File: src/rtl/store_rmw_unit_if.sv
// Datapath-to-store-unit and store-unit-to-dmem signal bundle.
// The slave modport is the store unit; the master side is the datapath plus dmem.
interface store_rmw_unit_if #(
    parameter int MEM_AW = 6,
    parameter int ERRW   = 8
);
    logic              st_valid;
    logic              st_half;
    logic              st_byte;
    logic [31:0]       st_addr;
    logic [31:0]       st_data;
    logic              stall;
    logic [MEM_AW-1:0] mem_addr;
    logic              mem_re;
    logic [31:0]       mem_rdata;
    logic              mem_we;
    logic [31:0]       mem_wdata;
    logic              align_err;
    logic [ERRW-1:0]   err_count;

    modport slave (
        input  st_valid, st_half, st_byte, st_addr, st_data, mem_rdata,
        output stall, mem_addr, mem_re, mem_we, mem_wdata, align_err, err_count
    );

    modport master (
        output st_valid, st_half, st_byte, st_addr, st_data, mem_rdata,
        input  stall, mem_addr, mem_re, mem_we, mem_wdata, align_err, err_count
    );
endinterface

File: src/rtl/store_rmw_unit.sv
// Executes sw/sh/sb into word-wide dmem; sub-word stores read, merge one lane and write back.
// Misaligned stores are dropped with a one-cycle align_err pulse and a saturating counter.
module store_rmw_unit #(
    parameter int MEM_AW = 6,
    parameter int ERRW   = 8
) (
    input  logic clk,
    input  logic reset,
    store_rmw_unit_if.slave bus
);

    typedef enum logic [1:0] {IDLE, READ, MERGE, WRITE} state_t;
    typedef enum logic [1:0] {SZ_WORD, SZ_HALF, SZ_BYTE} size_t;

    state_t            state, state_nx;
    size_t             req_size, size_q;
    logic [1:0]        lane_q;
    logic [15:0]       sdata_q;
    logic [31:0]       wbuf;
    logic [31:0]       merged;
    logic [MEM_AW-1:0] mem_addr_q;
    logic [ERRW-1:0]   err_q;
    logic              misaligned;
    logic              accept;
    logic              stall_c, re_c, we_c, err_c;
    logic              unused_addr;

    assign unused_addr = ^bus.st_addr[31:MEM_AW+2];

    always_comb begin
        if (bus.st_byte)      req_size = SZ_BYTE;
        else if (bus.st_half) req_size = SZ_HALF;
        else                  req_size = SZ_WORD;
    end

    assign misaligned = ((req_size == SZ_HALF) && bus.st_addr[0]) ||
                        ((req_size == SZ_WORD) && (bus.st_addr[1:0] != 2'b00));
    assign accept     = (state == IDLE) && bus.st_valid && !misaligned;

    // NOTE: every output of this block is given a default first so no path leaves it unassigned (no latches).
    always_comb begin
        state_nx = state;
        stall_c  = 1'b0;
        re_c     = 1'b0;
        we_c     = 1'b0;
        err_c    = 1'b0;
        unique case (state)
            IDLE: begin
                if (bus.st_valid) begin
                    if (misaligned) begin
                        err_c = 1'b1;
                    end else begin
                        stall_c  = 1'b1;
                        state_nx = (req_size == SZ_WORD) ? WRITE : READ;
                    end
                end
            end
            READ: begin
                re_c     = 1'b1;
                stall_c  = 1'b1;
                state_nx = MERGE;
            end
            MERGE: begin
                stall_c  = 1'b1;
                state_nx = WRITE;
            end
            WRITE: begin
                we_c     = 1'b1;
                state_nx = IDLE;
            end
            default: state_nx = IDLE;
        endcase
    end

    // Lane replacement applied to the word fetched during READ.
    always_comb begin
        merged = bus.mem_rdata;
        case (size_q)
            SZ_BYTE: merged[{lane_q, 3'b000} +: 8]     = sdata_q[7:0];
            SZ_HALF: merged[{lane_q[1], 4'b0000} +: 16] = sdata_q;
            default: ;
        endcase
    end

    // NOTE: all state, including the write buffer, is cleared by reset so a killed store leaves no residue.
    always_ff @(posedge clk or posedge reset) begin
        if (reset) begin
            state      <= IDLE;
            size_q     <= SZ_WORD;
            lane_q     <= 2'b00;
            sdata_q    <= '0;
            wbuf       <= '0;
            mem_addr_q <= '0;
            err_q      <= '0;
        end else begin
            state <= state_nx;
            if (accept) begin
                size_q     <= req_size;
                lane_q     <= bus.st_addr[1:0];
                sdata_q    <= bus.st_data[15:0];
                mem_addr_q <= bus.st_addr[MEM_AW+1:2];
                if (req_size == SZ_WORD) wbuf <= bus.st_data;
            end
            if (state == MERGE) wbuf <= merged;
            if (err_c && (err_q != '1)) err_q <= err_q + 1'b1;
        end
    end

    // Combinational strobes are forced low while reset is held, even with a request pending.
    assign bus.stall     = stall_c & ~reset;
    assign bus.align_err = err_c & ~reset;
    assign bus.mem_re    = re_c;
    assign bus.mem_we    = we_c;
    assign bus.mem_addr  = mem_addr_q;
    assign bus.mem_wdata = wbuf;
    assign bus.err_count = err_q;

endmodule

File: src/flat_wrapper.sv
// flat-port wrapper written by rule: the top's interface ports become plain ports
module store_rmw_unit_flat 
#(
    parameter int MEM_AW = 6,
    parameter int ERRW   = 8
)
  (clk, reset, bus_st_valid, bus_st_half, bus_st_byte, bus_st_addr, bus_st_data, bus_mem_rdata, bus_stall, bus_mem_addr, bus_mem_re, bus_mem_we, bus_mem_wdata, bus_align_err, bus_err_count);
  store_rmw_unit_if #(.MEM_AW(MEM_AW), .ERRW(ERRW)) bus_i ();
  input  logic clk;
  input  logic reset;
  input wire logic [$bits(bus_i.st_valid)-1:0] bus_st_valid;
  input wire logic [$bits(bus_i.st_half)-1:0] bus_st_half;
  input wire logic [$bits(bus_i.st_byte)-1:0] bus_st_byte;
  input wire logic [$bits(bus_i.st_addr)-1:0] bus_st_addr;
  input wire logic [$bits(bus_i.st_data)-1:0] bus_st_data;
  input wire logic [$bits(bus_i.mem_rdata)-1:0] bus_mem_rdata;
  output wire logic [$bits(bus_i.stall)-1:0] bus_stall;
  output wire logic [$bits(bus_i.mem_addr)-1:0] bus_mem_addr;
  output wire logic [$bits(bus_i.mem_re)-1:0] bus_mem_re;
  output wire logic [$bits(bus_i.mem_we)-1:0] bus_mem_we;
  output wire logic [$bits(bus_i.mem_wdata)-1:0] bus_mem_wdata;
  output wire logic [$bits(bus_i.align_err)-1:0] bus_align_err;
  output wire logic [$bits(bus_i.err_count)-1:0] bus_err_count;
  assign bus_i.st_valid = bus_st_valid;
  assign bus_i.st_half = bus_st_half;
  assign bus_i.st_byte = bus_st_byte;
  assign bus_i.st_addr = bus_st_addr;
  assign bus_i.st_data = bus_st_data;
  assign bus_i.mem_rdata = bus_mem_rdata;
  assign bus_stall = bus_i.stall;
  assign bus_mem_addr = bus_i.mem_addr;
  assign bus_mem_re = bus_i.mem_re;
  assign bus_mem_we = bus_i.mem_we;
  assign bus_mem_wdata = bus_i.mem_wdata;
  assign bus_align_err = bus_i.align_err;
  assign bus_err_count = bus_i.err_count;
  store_rmw_unit #(.MEM_AW(MEM_AW), .ERRW(ERRW)) u_core (.clk(clk), .reset(reset), .bus(bus_i));
endmodule
File: config.mk
export PLATFORM = sky130hd
export DESIGN_NAME = store_rmw_unit_flat
export DESIGN_NICKNAME = d
export VERILOG_FILES = /design/src/rtl/store_rmw_unit_if.sv /design/src/rtl/store_rmw_unit.sv /design/src/flat_wrapper.sv
export SDC_FILE = /design/constraint.sdc
export NUM_CORES = 1
export LEC_CHECK = 0
export CELL_PAD_IN_SITES_DETAIL_PLACEMENT = 1
export CELL_PAD_IN_SITES_GLOBAL_PLACEMENT = 1
export CORE_MARGIN = 3
export CORE_UTILIZATION = 45
export CTS_CLUSTER_SIZE = 28
export DETAILED_ROUTE_END_ITERATION = 10
export DONT_BUFFER_PORTS = 1
export PLACE_DENSITY = 0.86
export SYNTH_ARGS = -nofsm -noshare
export SYNTH_HDL_FRONTEND = slang
export SYNTH_SLANG_ARGS = --single-unit
File: constraint.sdc
create_clock -name clk -period 2.6 [get_ports clk]
set_clock_uncertainty 0.1 [all_clocks]
set_input_delay 0.13 -clock clk [delete_from_list [all_inputs] [get_ports clk]]
set_output_delay 0.13 -clock clk [all_outputs]
set_load 0.01 [all_outputs]
## Word level (Yosys, flattened, before mapping)

Cells that the tools add are included.
Widths: inputs -> output; s select.

- Register bits after elaboration: 68
- Input port bits: 101
- Logic and storage cells: 61

- $add $sub $neg: 3
- Eq/ne operators: 9
- Shift-type cells: 4
- Multiplexer cells: 20
- Bitwise operators: 3
- Reduce and logical (&&, ||, !) cells: 15

Operators with widths:

| operator | count |
|---|---|
| $mux 32 | 3 |
| $bwmux 32 | 2 |
| $pmux 32 s2 | 1 |
| $shift 16x7->32 const A | 1 |
| $shift 8x7->32 const A | 1 |
| $shiftx 16x7->32 | 1 |
| $shiftx 8x7->32 | 1 |
| $neg 5->7 | 2 |
| $add 8x1->8 const B | 1 |
| $mux 1 | 8 |
| $mux 2 | 4 |
| $ne 8x8->1 const B | 1 |
| $pmux 2 s4 | 1 |
| $eq 2x1->1 const B | 3 |
| $eq 2x2->1 const B | 3 |
| $reduce_bool 2->1 | 3 |
| $logic_and 1x1->1 | 5 |
| $logic_not 2->1 | 2 |
| $ne 2x2->1 const B | 2 |
| $reduce_and 2->1 | 2 |
| $and 1x1->1 | 2 |
| $pmux 1 s2 | 1 |
| $reduce_or 2->1 | 1 |
| $logic_not 1->1 | 1 |
| 2 further kinds | 2 |

## Logic depth before layout (Yosys ltp)

Gate-level depths: netlist (run 1).

- Depth in word-level cells: 9
- Mapped depth: 9

## Least setup slack after synthesis (run 1)

Ideal clock, no wire load.

- Path type: register to register
- Start point: register u_core.size_q[0]
- End point: register u_core.wbuf[16] (netlist: u_core.bus.mem_wdata[16])
- Library setup time: 0.145 ns
- Arrival: 1.635 ns
- Data required time: 2.355 ns
- Slack: 0.720 ns
- Stages on the path, launching flop included: 7
- Clock period less this slack: 1.880 ns
- Cell sequence: dfrtp_1 inv_1 ha_1 clkbuf_1 clkbuf_1 o31ai_2 o221ai_1

- Word-level cells in the longest chain between the ends: 3
- Elaborated cells on any way between the ends: 4
- Those cells by class: eq/ne: 2; mux: 2

RTL lines:

| what | line | RTL |
|---|---|---|
| from (decl) | store_rmw_unit.sv:16 | `size_t req_size, size_q;` |
| from (signal assigned) | store_rmw_unit.sv:98 | `size_q <= req_size;` |
| $eq 2x1->1 / $eq 2x2->1 (equally long branches) | store_rmw_unit.sv:78 | `case (size_q)` |
| $pmux 32 s2 * | store_rmw_unit.sv:78 |  |
| $mux 32 * | store_rmw_unit.sv:104 | `if (state == MERGE) wbuf <= merged;` |
| to (signal assigned) | store_rmw_unit.sv:102 | `if (req_size == SZ_WORD) wbuf <= bus.st_data;` |
| to (signal assigned) | store_rmw_unit.sv:104 |  |
| to (decl) | store_rmw_unit.sv:19 | `logic [31:0] wbuf;` |

Every way passes the cells marked *; elsewhere a longest branch is shown, timed or not.
A chain may end at the register's enable or synchronous reset.

## Worst setup path in the final report (run 1)

- Start point: register u_core.lane_q[0]
- End point: register u_core.wbuf[18] (netlist: u_core.bus.mem_wdata[18])

- Word-level cells in the longest chain between the ends: 5
- Elaborated cells on any way between the ends: 6
- Those cells by class: add/sub: 1; shift: 2; mux: 3

RTL lines:

| what | line | RTL |
|---|---|---|
| from (decl) | store_rmw_unit.sv:17 | `logic [1:0] lane_q;` |
| from (signal assigned) | store_rmw_unit.sv:99 | `lane_q <= bus.st_addr[1:0];` |
| $neg 5->7 * | store_rmw_unit.sv:79 | `SZ_BYTE: merged[{lane_q, 3'b000} +: 8] = sdata_q[7:0];` |
| $shiftx 8x7->32 / $shift 8x7->32 (equally long branches) | store_rmw_unit.sv:79 |  |
| $bwmux 32 * | store_rmw_unit.sv:79 |  |
| $pmux 32 s2 * | store_rmw_unit.sv:78 |  |
| $mux 32 * | store_rmw_unit.sv:104 |  |

Marked as above.

==> reports/qor.yml, run 1 <==
yosysSeqAreaShare: 0.439
fin_area_sq_mm: 0.00484
grt_max_degree: 38
final_max_slew_viol_count: 0
fp.dieH_microns: 98.8
top_level_ports: 151
hold_buffers: 68
tightest_slew_ns: 0.782
synth_nets: 456
placed_area_sq_mm: 0.00397
syn_to_final_growth_pct: 25.0
holdCritPathClass: "input pin to flop"
viasPerCell: 6.23
place_congestion: 0.817
clk_pin_slew_ns: 0.09
grt_setup_unrepaired: "false"
powerDensity_mw_per_mm2: 1130
worstSetupStartpointType: "flop"
pwr-share-clk: 0.168
min-delay-start: "bus_mem_rdata[5]"
clock_latency_ns: 0.37
track_usage: 0.272
cp-end-kind: "flop"
finalHoldWorstSlack_ns: -0.00220
min_period_ns: 2.46
crit_required_ns: 2.73
io_buffers: 0
diodes: 0
rr_worst_depth: 6
synthArstFlopShare: 1.00
netlist_area_sq_mm: 0.00387
path_class: "flop to flop"
ctsResizeCount: 0
hpwl_microns: 7820
timing.rr.end: "u_core.bus.mem_wdata[18]$_DFFE_PP0P_"
start_util: 0.467
dr.pass1.iters: 4
syn_inst: 343
dieArea_sq_mm: 0.00976
synthFlopType: "dfrtp_1"
cts_made_buffers: 9
maxCapViolations: 0
setup-tns-final_ns: 0
h-tree-depth: 3
cts_tree: "done"
p_sw_w: 0.00241
overflow: 0
grt_pass1_vias: 3752
hold_viol_final: 1
power_frac_seq: 0.405
drc: 0
syn_area_per_cell_sq_um: 11.3
ir_drop_mv: 0.441
power.leakage_nw: 2.04
drt_wl_total_microns: 13000
r2r_slack_ns: 0.14
use_met3: 0.0644
synth_cell_types: 58
yosysWarnings: 0
setup_viol_count_final: 0
worstPathMaxFanout: 12
top_usage_layer: "met2"
drive_above_1_share: 0.171
cts_max_path_buffers: 2
min_to: "u_core.bus.mem_wdata[5]$_DFFE_PP0P_"
p_int_w: 0.00307
drt_iter0_drc: 163
fin_nets: 524
min_path_cells: 3
wl_per_cell_microns: 24.9
clock-sinks: 68
vias: 3248
antenna_found_initial: 0
violations: "negative hold slack"
core-area_sq_mm: 0.00830
p_comb_frac: 0.428
rows: 33
max_freq_mhz: 407
die_w_microns: 98.8
swShare: 0.440
ant_nets: 0
slew_headroom: 0.478
clockRootBuffer: "clkbuf_8"
ys_ff_latch: 68
post_cts_buffers: 0
use_met2: 0.462
synth_edf_count: 0
grt_pass1_wl_microns: 20600
crit_arrival_ns: 2.59
met1_usage: 0.318
r2r-start: "u_core.lane_q[0]$_DFFE_PP0P_"
status: "finished, violations left"
finalCritPeriodShare: 0.944
## critical path: stages, from the launching register on
cell and delay [ns]:
dfrtp_1 0.48, inv_1 0.14, ha_1 0.53, or4bb_1 0.45
o22ai_2 0.37, nand2_1 0.10, o221ai_1 0.16
## flip-flops by register name, summed over array words and instances, names as in the netlist
name / count
u_core.bus.mem_wdata: 32
u_core.sdata_q: 16
u_core.lane_q: 2
u_core.size_q: 2
u_core.state: 2
u_core.bus.err_count: 8
u_core.bus.mem_addr: 6
## cells in the mapped netlist (3+ instances only)
| master | count | share of area |
|---|---|---|
| dfrtp_1 | 68 | 0.44 |
| mux2_2 | 17 | 0.049 |
| o221ai_1 | 15 | 0.034 |
| a32oi_1 | 8 | 0.018 |
| o21a_1 | 8 | 0.015 |
| o21ai_0 | 7 | 0.0090 |
| ha_1 | 12 | 0.039 |
| mux2_4 | 15 | 0.058 |
| o2bb2ai_1 | 8 | 0.018 |
| nor2b_1 | 4 | 0.0065 |
| nor4_1 | 3 | 0.0048 |
| and4_1 | 5 | 0.011 |
| inv_1 | 27 | 0.026 |
| nand2_1 | 17 | 0.016 |
| a221oi_1 | 5 | 0.011 |
| a22oi_1 | 8 | 0.015 |
| nor2_1 | 6 | 0.0058 |
| nand2b_1 | 9 | 0.015 |
| clkbuf_1 | 10 | 0.0097 |
| xor2_1 | 7 | 0.016 |
| nand3_1 | 5 | 0.0065 |
| mux2i_1 | 18 | 0.046 |
| buf_6 | 4 | 0.012 |
| o22ai_1 | 5 | 0.0081 |
| a21oi_1 | 12 | 0.015 |
## through the flow
stage | util | cells | hold WS (ns) | setup slack (ns) | power (W)
finish | 0.584 | 521 | -0.00220 | 0.145 | 0.00549
global placement | 0.478 | 437 | -0.112 | 0.383 | 0.00421
detailed placement | 0.478 | 437 | -0.107 | 0.286 | 0.00437
global route | 0.584 | 521 | 0.0345 | 0.0163 | 0.00584
CTS | 0.584 | 521 | 0.00254 | 0.277 | 0.00537
floorplan | - | 343 | 0.165 | 0.658 | 0.00369
## area by class of cell
cell class	instances	area (sq um)
clock buffer	9	124
clock inverter	7	75.1
fill	863	3450
inverter	27	101
multi-input combinational	228	1940
sequential	68	1700
tap	105	131
timing repair buffer	77	773
## cells in the final DEF, fill, tap and decap left out, drive strengths merged, types with 6 or more instances in the layout
| cell | synthesis | layout |
|---|---|---|
| o22ai | 6 | 6 |
| ha | 12 | 12 |
| o21ai | 8 | 8 |
| mux2 | 33 | 33 |
| inv | 27 | 28 |
| a21oi | 12 | 12 |
| o2bb2ai | 8 | 8 |
| dlygate4sd3 | 0 | 68 |
| nor2 | 7 | 7 |
| clkbuf | 10 | 9 |
| nand2 | 17 | 17 |
| mux2i | 18 | 18 |
| o21a | 8 | 8 |
| a32oi | 8 | 8 |
| nand2b | 9 | 9 |
| o221ai | 15 | 15 |
| dfrtp | 68 | 68 |
| a22oi | 8 | 8 |
| xor2 | 7 | 7 |
| buf | 10 | 9 |
## power groups by stage
stage	combinational, W	clock, W	sequential [W]
final	0.00235	0.000919	0.00222
after global routing	0.00259	0.000972	0.00228
after CTS	0.00228	0.000901	0.00219
after detailed placement	0.00216	0	0.00221
after global placement	0.00204	0	0.00217
after floorplan	0.00167	0	0.00202
## how the worst max path moves through the flow
stage,from,endpoint,slack [ns],cells past startpoint
global route,u_core.lane_q[0]$_DFFE_PP0P_,u_core.bus.mem_wdata[31]$_DFFE_PP0P_,0.02,6
floorplan,reset,u_core.bus.err_count[0]$_DFFE_PP0P_,0.66,1
global placement,u_core.lane_q[0]$_DFFE_PP0P_,u_core.bus.mem_wdata[31]$_DFFE_PP0P_,0.38,6
detailed placement,u_core.lane_q[0]$_DFFE_PP0P_,u_core.bus.mem_wdata[31]$_DFFE_PP0P_,0.29,6
finish,u_core.lane_q[0]$_DFFE_PP0P_,u_core.bus.mem_wdata[18]$_DFFE_PP0P_,0.14,6
CTS,u_core.lane_q[0]$_DFFE_PP0P_,u_core.bus.mem_wdata[31]$_DFFE_PP0P_,0.28,6
## logic make-up after synthesis
family,share of synthesized area
multiplexers,0.157
buffers and inverters,0.0620
adder cells (fa/ha/maj),0.0387
AO/OA/AOI/OAI,0.176
AND/OR/NAND/NOR,0.111
XOR/XNOR,0.0158
flip-flops,0.439
## routing by layer
metal,vias up,part of all wire
met4,0,0.044
met2,158,0.50
met3,37,0.069
met5,-,0
li1,1418,-
met1,1635,0.38
No activity file was read; power rests on OpenSTA's default activity.
==> inputs of run 2 (changes only) <==
--- a/config.mk
+++ b/config.mk
@@ -5,14 +5,14 @@
 export SDC_FILE = /design/constraint.sdc
 export NUM_CORES = 1
 export LEC_CHECK = 0
+export BUFFER_PORTS_ARGS = -buffer_cell sky130_fd_sc_hd__buf_4
 export CELL_PAD_IN_SITES_DETAIL_PLACEMENT = 1
 export CELL_PAD_IN_SITES_GLOBAL_PLACEMENT = 1
 export CORE_MARGIN = 3
-export CORE_UTILIZATION = 45
+export CORE_UTILIZATION = 37
 export CTS_CLUSTER_SIZE = 28
 export DETAILED_ROUTE_END_ITERATION = 10
-export DONT_BUFFER_PORTS = 1
-export PLACE_DENSITY = 0.86
+export PLACE_DENSITY_LB_ADDON = 0.1
 export SYNTH_ARGS = -nofsm -noshare
 export SYNTH_HDL_FRONTEND = slang
 export SYNTH_SLANG_ARGS = --single-unit
==> run 2 against run 1 <==
The run now ends clean. First-iteration DRC count fell by 21%. Largest power group unchanged. Via count increased by 3.8%. Critical path type unchanged. Highest routed layer unchanged. Clock-buffer cell count up 1. Largest cell class unchanged.
==> reports/qor.yml, run 2 (same netlist as run 1, synthesis figures left out) <==
status: "finished, final reports clean"
place_congestion: 0.796  # -2.5%
p_sw_w: 0.00233  # -3.5%
fillCellCount: 1097  # +27%
antenna_found_initial: 0  # unchanged
dr.pass1.iters: 4  # unchanged
worstPathMaxFanout: 12  # unchanged
mostFrequentLayoutCells: "132 x buf_4, 68 x dfrtp_1, 38 x dlygate4sd3_1"
crit_required_ns: 2.78  # +0.05 ns
drt_iter0_drc: 128  # -21%
fin_nets: 619  # +18%
worstSetupStartpointType: "flop"
grt_pass1_vias: 3663  # -2.4%
wl_per_cell_microns: 18.7  # -25%
cts_max_path_buffers: 2  # unchanged
path_class: "flop to flop"
cp-end-kind: "flop"
pwr-share-clk: 0.155  # -0.013
finalCritPeriodShare: 0.894  # -0.0507
max_freq_mhz: 430  # +5.7%
slowest_delay_ns: 0.48  # -0.05 ns
start_util: 0.389  # -0.0776
top_level_ports: 151  # unchanged
cts_tree: "done"
h-tree-depth: 3  # unchanged
drt_wl_total_microns: 12000  # -7.1%
io_buffers: 126  # +126
powerDensity_mw_per_mm2: 1060  # -6.8%
die_w_microns: 108  # +9.7%
p_int_w: 0.00350  # +14%
grt_pass1_wl_microns: 19100  # -7.2%
drive_above_1_share: 0.380  # +0.209
power_frac_seq: 0.342  # -0.063
holdCritPathClass: "input pin to flop"
rows: 36  # +9.1%
overflow: 0  # unchanged
critical-path-slowest-cell: "nor2b_1"
clock-sinks: 68  # unchanged
setup-tns-final_ns: 0  # unchanged
final_common_cell: "buf_4"
syn_to_final_growth_pct: 42.4
fp.dieH_microns: 108  # +9.7%
min_period_ns: 2.32  # -0.132 ns
crit_arrival_ns: 2.50  # -0.09 ns
hpwl_microns: 8370  # +7.0%
multi_input_area_sq_mm: 0.00194  # -0.13%
fin_area_sq_mm: 0.00552  # +14%
clock_latency_ns: 0.34  # -0.03 ns
power_w: 0.00582  # +6.2%
ir_drop_mv: 0.585  # +33%
ant_nets: 0  # unchanged
largest_reg_flops: 32  # unchanged
placed_area_sq_mm: 0.00494  # +24%
drc: 0  # unchanged
slew_headroom: 0.447  # -0.0310
swShare: 0.400  # -0.0402
maxCapViolations: 0  # unchanged
tightest_slew_ns: 0.828  # +0.0465 ns
dieArea_sq_mm: 0.0117  # +20%
diodes: 0  # unchanged
grt_setup_unrepaired: "false"
final_max_slew_viol_count: 0  # unchanged
ff_latch_area_sq_mm: 0.00170  # unchanged
viasPerCell: 5.24  # -16%
power.leakage_nw: 2.53  # +24%
core-area_sq_mm: 0.00995  # +20%
clk_pin_slew_ns: 0.08  # about the same
grt_max_degree: 40  # +5.3%
p_comb_frac: 0.504  # +0.076
track_usage: 0.208  # -0.0631
clockRootBuffer: "clkbuf_8"
hold_viol_final: 0  # -1
setup_viol_count_final: 0  # unchanged
cts_made_buffers: 9  # unchanged
cp_cell_sequence: "inv_1 -> ha_1 -> nor2b_1 -> a32oi_1 -> o221ai_1 -> o21a_1"
vias: 3372  # +3.8%
-- run 2: area by class of cell --
cell class / instances / share of cell area
clock buffer: 10 / 0.0249
clock inverter: 6 / 0.0116
inverter: 27 / 0.0184
multi-input combinational: 228 / 0.351
sequential: 68 / 0.308
tap: 133 / 0.0302
timing repair buffer: 172 / 0.256
-- run 2: worst max-delay path, delay by kind of cell (launching register included) --
kind	cells	cell delay [ns]
compound gates	3	0.65
fa+ha+maj	1	0.45
buf+inv	1	0.12
flops	1	0.46
simple gates	1	0.48
-- run 2: path summary, 6_finish.rpt --
| check | depth (start not counted) | startpoint | to | slack (ns) |
|---|---|---|---|---|
| max | 6 | u_core.lane_q[0]$_DFFE_PP0P_ | u_core.bus.mem_wdata[31]$_DFFE_PP0P_ | 0.28 |
| min | 3 | bus_st_data[22] | u_core.bus.mem_wdata[22]$_DFFE_PP0P_ | 0.02 |
| max reg2reg | 6 | u_core.lane_q[0]$_DFFE_PP0P_ | u_core.bus.mem_wdata[31]$_DFFE_PP0P_ | 0.28 |
| min reg2reg | 1 | u_core.bus.mem_wdata[1]$_DFFE_PP0P_ | u_core.bus.mem_wdata[1]$_DFFE_PP0P_ | 0.40 |
| max in group asynchronous | 4 | reset | u_core.bus.mem_wdata[11]$_DFFE_PP0P_ | 1.35 |
| min in group asynchronous | 3 | reset | u_core.bus.mem_addr[4]$_DFFE_PP0P_ | 0.39 |
-- run 2: timing repair --
action | CTS | global route
buffers inserted | 0 | 0
hold buffers | 38 | 0
endpoints found under the hold margin | 78 | 0
setup endpoints to repair | 0 | 0
resized for setup | 0 | 0
-- run 2: power groups by stage --
| stage | combinational (W) | sequential, W | clock, W |
|---|---|---|---|
| 2_1_floorplan | 0.00167 | 0.00202 | 0 |
| 3_3_place_gp | 0.00282 | 0.00197 | 0 |
| 3_5_place_dp | 0.00290 | 0.00200 | 0 |
| 4_1_cts | 0.00296 | 0.00199 | 0.000927 |
| 5_1_grt | 0.00322 | 0.00206 | 0.000970 |
| 6_report | 0.00293 | 0.00199 | 0.000901 |
-- run 2: metrics by stage --
step / utilization / hold WS, ns / instances / worst slack [ns]
after global routing: 0.554 / 0.00309 / 644 / 0.110
after floorplan: - / 0.165 / 343 / 0.658
final: 0.554 / 0.0152 / 644 / 0.276
after detailed placement: 0.496 / 0.211 / 590 / 0.324
after global placement: 0.496 / 0.204 / 590 / 0.366
after CTS: 0.554 / 0.00309 / 644 / 0.304
-- run 2: metal layers --
metal | share of wire | vias up | GRT usage
met5 | 0 | - | 0
met4 | 0.012 | 0 | 0.0523
met3 | 0.044 | 12 | 0.0394
met2 | 0.49 | 90 | 0.353
met1 | 0.45 | 1661 | 0.275
li1 | - | 1609 | -
